===== config.mk =====
export PLATFORM = sky130hd
export DESIGN_NAME = adder_arbiter_flat
export DESIGN_NICKNAME = d
export VERILOG_FILES = /design/src/rtl/adder_arbiter_if.sv /design/src/rtl/adder_arbiter.sv /design/src/flat_wrapper.sv
export SDC_FILE = /design/constraint.sdc
export NUM_CORES = 1
export LEC_CHECK = 0
export BUFFER_PORTS_ARGS = -buffer_cell sky130_fd_sc_hd__clkbuf_2
export CORE_ASPECT_RATIO = 0.75
export CORE_UTILIZATION = 42
export DETAILED_ROUTE_END_ITERATION = 6
export GPL_TIMING_DRIVEN = 1
export PLACE_DENSITY = 0.87
export SLEW_MARGIN = 0
export SYNTH_ARGS = -nofsm -noshare
export SYNTH_HDL_FRONTEND = slang
export SYNTH_SLANG_ARGS = --single-unit

===== constraint.sdc =====
create_clock -name clk -period 7 [get_ports clk]
set_input_delay 0.7 -clock clk [delete_from_list [all_inputs] [get_ports clk]]
set_output_delay 0.7 -clock clk [all_outputs]
set_load 0.05 [all_outputs]

===== src/rtl/adder_arbiter_if.sv =====
// Request/response bundle for adder_arbiter: three operand requesters in, one tagged
// result out. The arbiter takes the slave side; requesters and consumer take the master side.
interface adder_arbiter_if;
  logic [2:0]  req_valid;
  logic [15:0] req_a0;
  logic [15:0] req_b0;
  logic [15:0] req_a1;
  logic [15:0] req_b1;
  logic [15:0] req_a2;
  logic [15:0] req_b2;
  logic [2:0]  req_ready;
  logic        rsp_valid;
  logic [1:0]  rsp_id;
  logic [15:0] rsp_sum;
  logic        rsp_ready;

  modport master (
    output req_valid, req_a0, req_b0, req_a1, req_b1, req_a2, req_b2, rsp_ready,
    input  req_ready, rsp_valid, rsp_id, rsp_sum
  );

  modport slave (
    input  req_valid, req_a0, req_b0, req_a1, req_b1, req_a2, req_b2, rsp_ready,
    output req_ready, rsp_valid, rsp_id, rsp_sum
  );
endinterface


===== src/rtl/adder_arbiter.sv =====
// Round-robin arbiter sharing one 16-bit ripple adder among three requesters
// (PC+1, PC+offset, BaseR+offset). Two-stage pipeline: operand register (S1),
// then result register (S2) which drives the tagged response port.
module adder_arbiter (
  input logic            clk,
  input logic            rst,
  input logic            flush,
  adder_arbiter_if.slave bus
);

  logic        s1_valid_q;
  logic [15:0] s1_a_q;
  logic [15:0] s1_b_q;
  logic [1:0]  s1_id_q;
  logic        rsp_valid_q;
  logic [15:0] rsp_sum_q;
  logic [1:0]  rsp_id_q;
  logic [1:0]  last_q;

  logic        s2_free;
  logic        s1_free;
  logic [2:0]  grant;
  logic [1:0]  grant_id;
  logic [15:0] op_a;
  logic [15:0] op_b;
  logic [15:0] sum;
  logic        carry;

  assign s2_free = !rsp_valid_q || bus.rsp_ready;
  assign s1_free = !s1_valid_q || s2_free;

  // Ripple-carry add of the S1 operands; carry-in 0, carry-out discarded (mod 2^16).
  always_comb begin
    sum   = '0;
    carry = 1'b0;
    for (int i = 0; i < 16; i++) begin
      sum[i] = s1_a_q[i] ^ s1_b_q[i] ^ carry;
      carry  = (s1_a_q[i] & s1_b_q[i]) | (carry & (s1_a_q[i] ^ s1_b_q[i]));
    end
  end

  // Round-robin grant: search starts at last+1 and wraps back to last.
  always_comb begin
    grant = 3'b000;
    if (!rst && s1_free && !flush) begin
      case (last_q)
        2'd0: begin
          if      (bus.req_valid[1]) grant = 3'b010;
          else if (bus.req_valid[2]) grant = 3'b100;
          else if (bus.req_valid[0]) grant = 3'b001;
        end
        2'd1: begin
          if      (bus.req_valid[2]) grant = 3'b100;
          else if (bus.req_valid[0]) grant = 3'b001;
          else if (bus.req_valid[1]) grant = 3'b010;
        end
        default: begin
          if      (bus.req_valid[0]) grant = 3'b001;
          else if (bus.req_valid[1]) grant = 3'b010;
          else if (bus.req_valid[2]) grant = 3'b100;
        end
      endcase
    end
  end

  // Encode the one-hot grant and select the granted requester's operands.
  always_comb begin
    grant_id = 2'd0;
    op_a     = bus.req_a0;
    op_b     = bus.req_b0;
    if (grant[1]) begin
      grant_id = 2'd1;
      op_a     = bus.req_a1;
      op_b     = bus.req_b1;
    end else if (grant[2]) begin
      grant_id = 2'd2;
      op_a     = bus.req_a2;
      op_b     = bus.req_b2;
    end
  end

  // Pipeline state: reset beats flush; flush empties both stages and blocks grants.
  always_ff @(posedge clk) begin
    if (rst) begin
      s1_valid_q  <= 1'b0;
      s1_a_q      <= '0;
      s1_b_q      <= '0;
      s1_id_q     <= 2'd0;
      rsp_valid_q <= 1'b0;
      rsp_sum_q   <= '0;
      rsp_id_q    <= 2'd0;
      last_q      <= 2'd2;
    end else if (flush) begin
      s1_valid_q  <= 1'b0;
      rsp_valid_q <= 1'b0;
    end else begin
      if (s2_free) begin
        rsp_valid_q <= s1_valid_q;
        if (s1_valid_q) begin
          rsp_sum_q <= sum;
          rsp_id_q  <= s1_id_q;
        end
      end
      // When S1 is free its old content (if any) has just moved to S2.
      if (s1_free) begin
        s1_valid_q <= |grant;
        if (|grant) begin
          s1_a_q  <= op_a;
          s1_b_q  <= op_b;
          s1_id_q <= grant_id;
          last_q  <= grant_id;
        end
      end
    end
  end

  assign bus.req_ready = grant;
  assign bus.rsp_valid = rsp_valid_q;
  assign bus.rsp_sum   = rsp_sum_q;
  assign bus.rsp_id    = rsp_id_q;

endmodule


===== src/flat_wrapper.sv =====
// flat-port wrapper written by rule: the top's interface ports become plain ports
module adder_arbiter_flat 
  (clk, rst, flush, bus_req_valid, bus_req_a0, bus_req_b0, bus_req_a1, bus_req_b1, bus_req_a2, bus_req_b2, bus_rsp_ready, bus_req_ready, bus_rsp_valid, bus_rsp_id, bus_rsp_sum);
  adder_arbiter_if bus_i ();
  input logic clk;
  input logic rst;
  input logic flush;
  input wire logic [$bits(bus_i.req_valid)-1:0] bus_req_valid;
  input wire logic [$bits(bus_i.req_a0)-1:0] bus_req_a0;
  input wire logic [$bits(bus_i.req_b0)-1:0] bus_req_b0;
  input wire logic [$bits(bus_i.req_a1)-1:0] bus_req_a1;
  input wire logic [$bits(bus_i.req_b1)-1:0] bus_req_b1;
  input wire logic [$bits(bus_i.req_a2)-1:0] bus_req_a2;
  input wire logic [$bits(bus_i.req_b2)-1:0] bus_req_b2;
  input wire logic [$bits(bus_i.rsp_ready)-1:0] bus_rsp_ready;
  output wire logic [$bits(bus_i.req_ready)-1:0] bus_req_ready;
  output wire logic [$bits(bus_i.rsp_valid)-1:0] bus_rsp_valid;
  output wire logic [$bits(bus_i.rsp_id)-1:0] bus_rsp_id;
  output wire logic [$bits(bus_i.rsp_sum)-1:0] bus_rsp_sum;
  assign bus_i.req_valid = bus_req_valid;
  assign bus_i.req_a0 = bus_req_a0;
  assign bus_i.req_b0 = bus_req_b0;
  assign bus_i.req_a1 = bus_req_a1;
  assign bus_i.req_b1 = bus_req_b1;
  assign bus_i.req_a2 = bus_req_a2;
  assign bus_i.req_b2 = bus_req_b2;
  assign bus_i.rsp_ready = bus_rsp_ready;
  assign bus_req_ready = bus_i.req_ready;
  assign bus_rsp_valid = bus_i.rsp_valid;
  assign bus_rsp_id = bus_i.rsp_id;
  assign bus_rsp_sum = bus_i.rsp_sum;
  adder_arbiter u_core (.clk(clk), .rst(rst), .flush(flush), .bus(bus_i));
endmodule

==> impl_metrics.py <==
metrics = {
    "synthesis": {
        "yosys_warnings": 0,
        "synth_cell_type_count": 30,
        "synth-seq-cells": 55,
        "synth.area.top_cells": "dfxtp_1 41%, a222oi_1 12%, fa_1 10%, a211oi_1 8.9%, nor2_1 5.4%",
        "syn_area_um2": 2710,
        "syn_nets": 399,
        "syn_inst": 281,
        "syn_area_per_cell_um2": 9.63,
        "yosysSeqAreaShare_pct": 40.7,
        "synth_top_cell_by_area": "dfxtp_1",
        "synth_top_area_share_pct": 40.7,
    },
    "finish": {
        "stdcell_count": 465,
        "final-seq-area_um2": 1100,
        "nets": 504,
        "multi_input_area_um2": 1470,
        "n_antenna_cell": 0,
        "area_delta_synth_final_pct": 26.3,
        "final_area_um2": 3420,
        "layout_common_cells": "124 x clkbuf_2, 55 x dfxtp_1, 39 x nor2_1",
        "fillerInstances": 500,
        "drive_gt1_share_pct": 40.1,
        "layout_commonest_cell": "clkbuf_2",
    },
    "sta": {
        "rsz0062_at_grt": "no",
        "hold_violations": 0,
        "period_needed_ps": 6740,
        "setup_violations": 0,
        "whs_ps": 460,
        "worstMarginPinSlew_ps": 1300,
        "fin_skew_ps": 5.16,
        "drv_slew": 0,
        "fmax_mhz": 148,
        "period_share_pct": 96.3,
        "max_slew_margin_pct": 13.3,
    },
    "critical_path": {
        "critPathLaunch": "u_core.s1_b_q[0]",
        "crit_required_ps": 7230,
        "cpMostUsedCell": "fa_2",
        "worst-path-stages": 19,
        "path_buf_inv": 0,
        "cp_slowest_stage_delay_ps": 420,
        "r2r-end": "u_core.bus.rsp_sum[15]",
        "reg2reg_slack_ps": 260,
        "rr_worst_depth": 19,
        "r2r_start": "u_core.s1_b_q[0]",
        "critical_path_class": "flop to flop",
        "crit_path_cell_trace": "ha_1 -> fa_2 -> fa_2 -> fa_2 -> fa_2 -> fa_2 -> fa_2 -> fa_2 -> fa_2 -> fa_2 -> fa_2 -> fa_2 -> fa_2 -> fa_2 -> fa_2 -> xnor2_2 -> xnor2_1 -> nand2_1 -> a21oi_2",
        "endpoint_kind": "flop",
        "crit_path_top_delay_cell": "fa_2",
        "worstPathMaxFanout": 2,
        "start_kind": "flop",
        "endpoint": "u_core.bus.rsp_sum[15]",
        "crit_family": "adder cells",
        "cp.arrival_ps": 6970,
    },
    "pwr": {
        "ir_drop_mv": 0.0900,
        "pwr_density_cell_nw_per_um2": 201,
        "combPwrFrac_pct": 19.2,
        "p_leak_nw": 1.46,
        "p_int_w": 0.000503,
        "seqPwrFrac_pct": 49.7,
        "p_sw_w": 0.000185,
        "sw_frac_of_total_pct": 26.9,
        "finalPower_w": 0.000688,
        "pwr-share-clk_pct": 31.2,
    },
    "clocking": {
        "cts_buffer_depth": 2,
        "insertion_delay_ps": 300,
        "path_clk_slew_ps": 90,
        "hold_buffers": 0,
        "root_buffer": "clkbuf_8",
        "tritoncts": "done",
        "cts_made_buffers": 5,
        "cts_sinks": 55,
        "cts_max_level": 2,
    },
    "die": {
        "fp.dieW_um": 94.7,
        "start_util_pct": 45.1,
        "dieArea_um2": 6770,
        "rows": 24,
        "die_y_um": 71.5,
        "core_um2": 6010,
        "ios": 125,
    },
    "placed_design": {
        "dp.cells": 457,
        "placed_cell_area_um2": 3270,
        "gp_congestion": 0.812,
        "hpwlAfterDp_um": 5730,
        "io_buffer_count": 124,
    },
    "global_route": {
        "grt_max_degree": 65,
        "antenna_found_initial": 0,
        "first_global_vias": 2478,
        "grt_pass1_wl_um": 12100,
        "grt_overflow_total": 0,
        "grtUsageTotal_pct": 23.5,
    },
    "detailed_routing": {
        "vias": 2714,
        "antenna_left": 0,
        "first_pass_iters": 7,
        "wl_um": 7740,
        "drc": 3,
        "wl_per_cell_um": 16.6,
        "via_per_inst": 5.84,
        "drt-initial-drc-count": 322,
    },
    "status": {
        "status": "finished, violations left",
        "violations": "DRC",
    },
    "hold_path": {
        "min_path_type": "flop to flop",
    },
    "job": {
        "drv_cap": 0,
    },
}
## worst min path at each step
| stage | startpoint | end | slack (ps) | cells past startpoint |
|---|---|---|---|---|
| after floorplan | u_core.s1_id_q[1] | u_core.bus.rsp_id[1] | 430 | 2 |
| after global placement | u_core.bus.rsp_sum[3] | u_core.bus.rsp_sum[3] | 440 | 2 |
| after detailed placement | u_core.bus.rsp_id[0] | u_core.bus.rsp_id[0] | 450 | 2 |
| after CTS | u_core.bus.rsp_id[0] | u_core.bus.rsp_id[0] | 460 | 2 |
| after global routing | u_core.bus.rsp_sum[2] | u_core.bus.rsp_sum[2] | 470 | 2 |
| final | u_core.bus.rsp_id[0] | u_core.bus.rsp_id[0] | 460 | 2 |
## cells in the mapped netlist
cell type,count
a211o_1,1
a211oi_1,32
a21boi_0,1
a21oi_1,20
a222oi_1,32
a22o_1,1
a22oi_1,2
and2_1,2
and3_1,1
buf_2,11
buf_4,2
buf_6,8
clkbuf_1,6
dfxtp_1,55
fa_1,14
ha_1,1
nand2_1,37
nand2b_1,2
nand3_1,1
nand3b_1,1
nor2_1,39
nor2b_1,3
nor3b_2,1
o211a_1,1
o21ai_1,1
o2bb2ai_2,1
or2_2,1
or3_1,1
or3b_2,1
xnor2_1,2
## power by group through the flow
stage | logic (W) | registers [W] | clock network [W]
2_1_floorplan | 0.0000796 | 0.000348 | 0
3_3_place_gp | 0.000123 | 0.000347 | 0
3_5_place_dp | 0.000128 | 0.000348 | 0
4_1_cts | 0.000130 | 0.000341 | 0.000215
5_1_grt | 0.000145 | 0.000344 | 0.000230
6_report | 0.000132 | 0.000342 | 0.000214
## area by class of cell
type / count / share of cell area (%)
multi-input combinational: 199 / 43.1
sequential: 55 / 32.2
clock inverter: 2 / 1.02
clock buffer: 6 / 2.42
timing repair buffer: 125 / 18.4
tap: 78 / 2.86
## worst register-to-register path, delay by kind of cell, from the launching register on
kind / cells / cell delay [ps]
flip-flops: 1 / 330
XOR/XNOR: 2 / 270
AND/OR/NAND/NOR: 1 / 80
adder cells (fa/ha/maj): 15 / 5840
AO/OA/AOI/OAI: 1 / 150
## through the flow
step | worst slack, ps | utilization [%] | TNS, ps
final | 260 | 56.9 | 0
after global placement | -149 | 54.5 | -149
after detailed placement | -260 | 54.5 | -267
after CTS | 37.2 | 56.7 | 0
after global routing | 18.6 | 56.9 | 0
after floorplan | 27.0 | - | 0
## flip-flops by register name, summed over array words and instances, names as in the netlist
name	flops
u_core.bus.rsp_valid	1
u_core.bus.rsp_id	2
u_core.bus.rsp_sum	16
u_core.s1_id_q	1
u_core.s1_b_q	16
u_core.s1_a_q	16
u_core.last_q	2
u_core.s1_valid_q	1
## layer usage
| layer | part of all wire, % | GRT usage, % | vias to the layer above |
|---|---|---|---|
| li1 | - | - | 1274 |
| met1 | 43 | 32.5 | 1259 |
| met2 | 46 | 36.4 | 158 |
| met3 | 8.6 | 5.31 | 23 |
| met4 | 2.7 | 8.08 | 0 |
| met5 | 0 | 0 | - |
## logic make-up after synthesis
logic type               share of synthesized area (%)
buffers and inverters                             6.75
adder cells (fa/ha/maj)                           10.8
AND/OR/NAND/NOR                                   14.1
XOR/XNOR                                         0.647
flip-flops                                        40.7
AO/OA/AOI/OAI                                     27.0
## timing repair
action                     4_1_cts  5_1_grt
pin swaps                        1        4
gates resized for setup          5        3
setup endpoints to repair        2        1
setup buffers                    0        0
hold endpoints to repair         0        0
No activity file was read; power rests on OpenSTA's default activity.
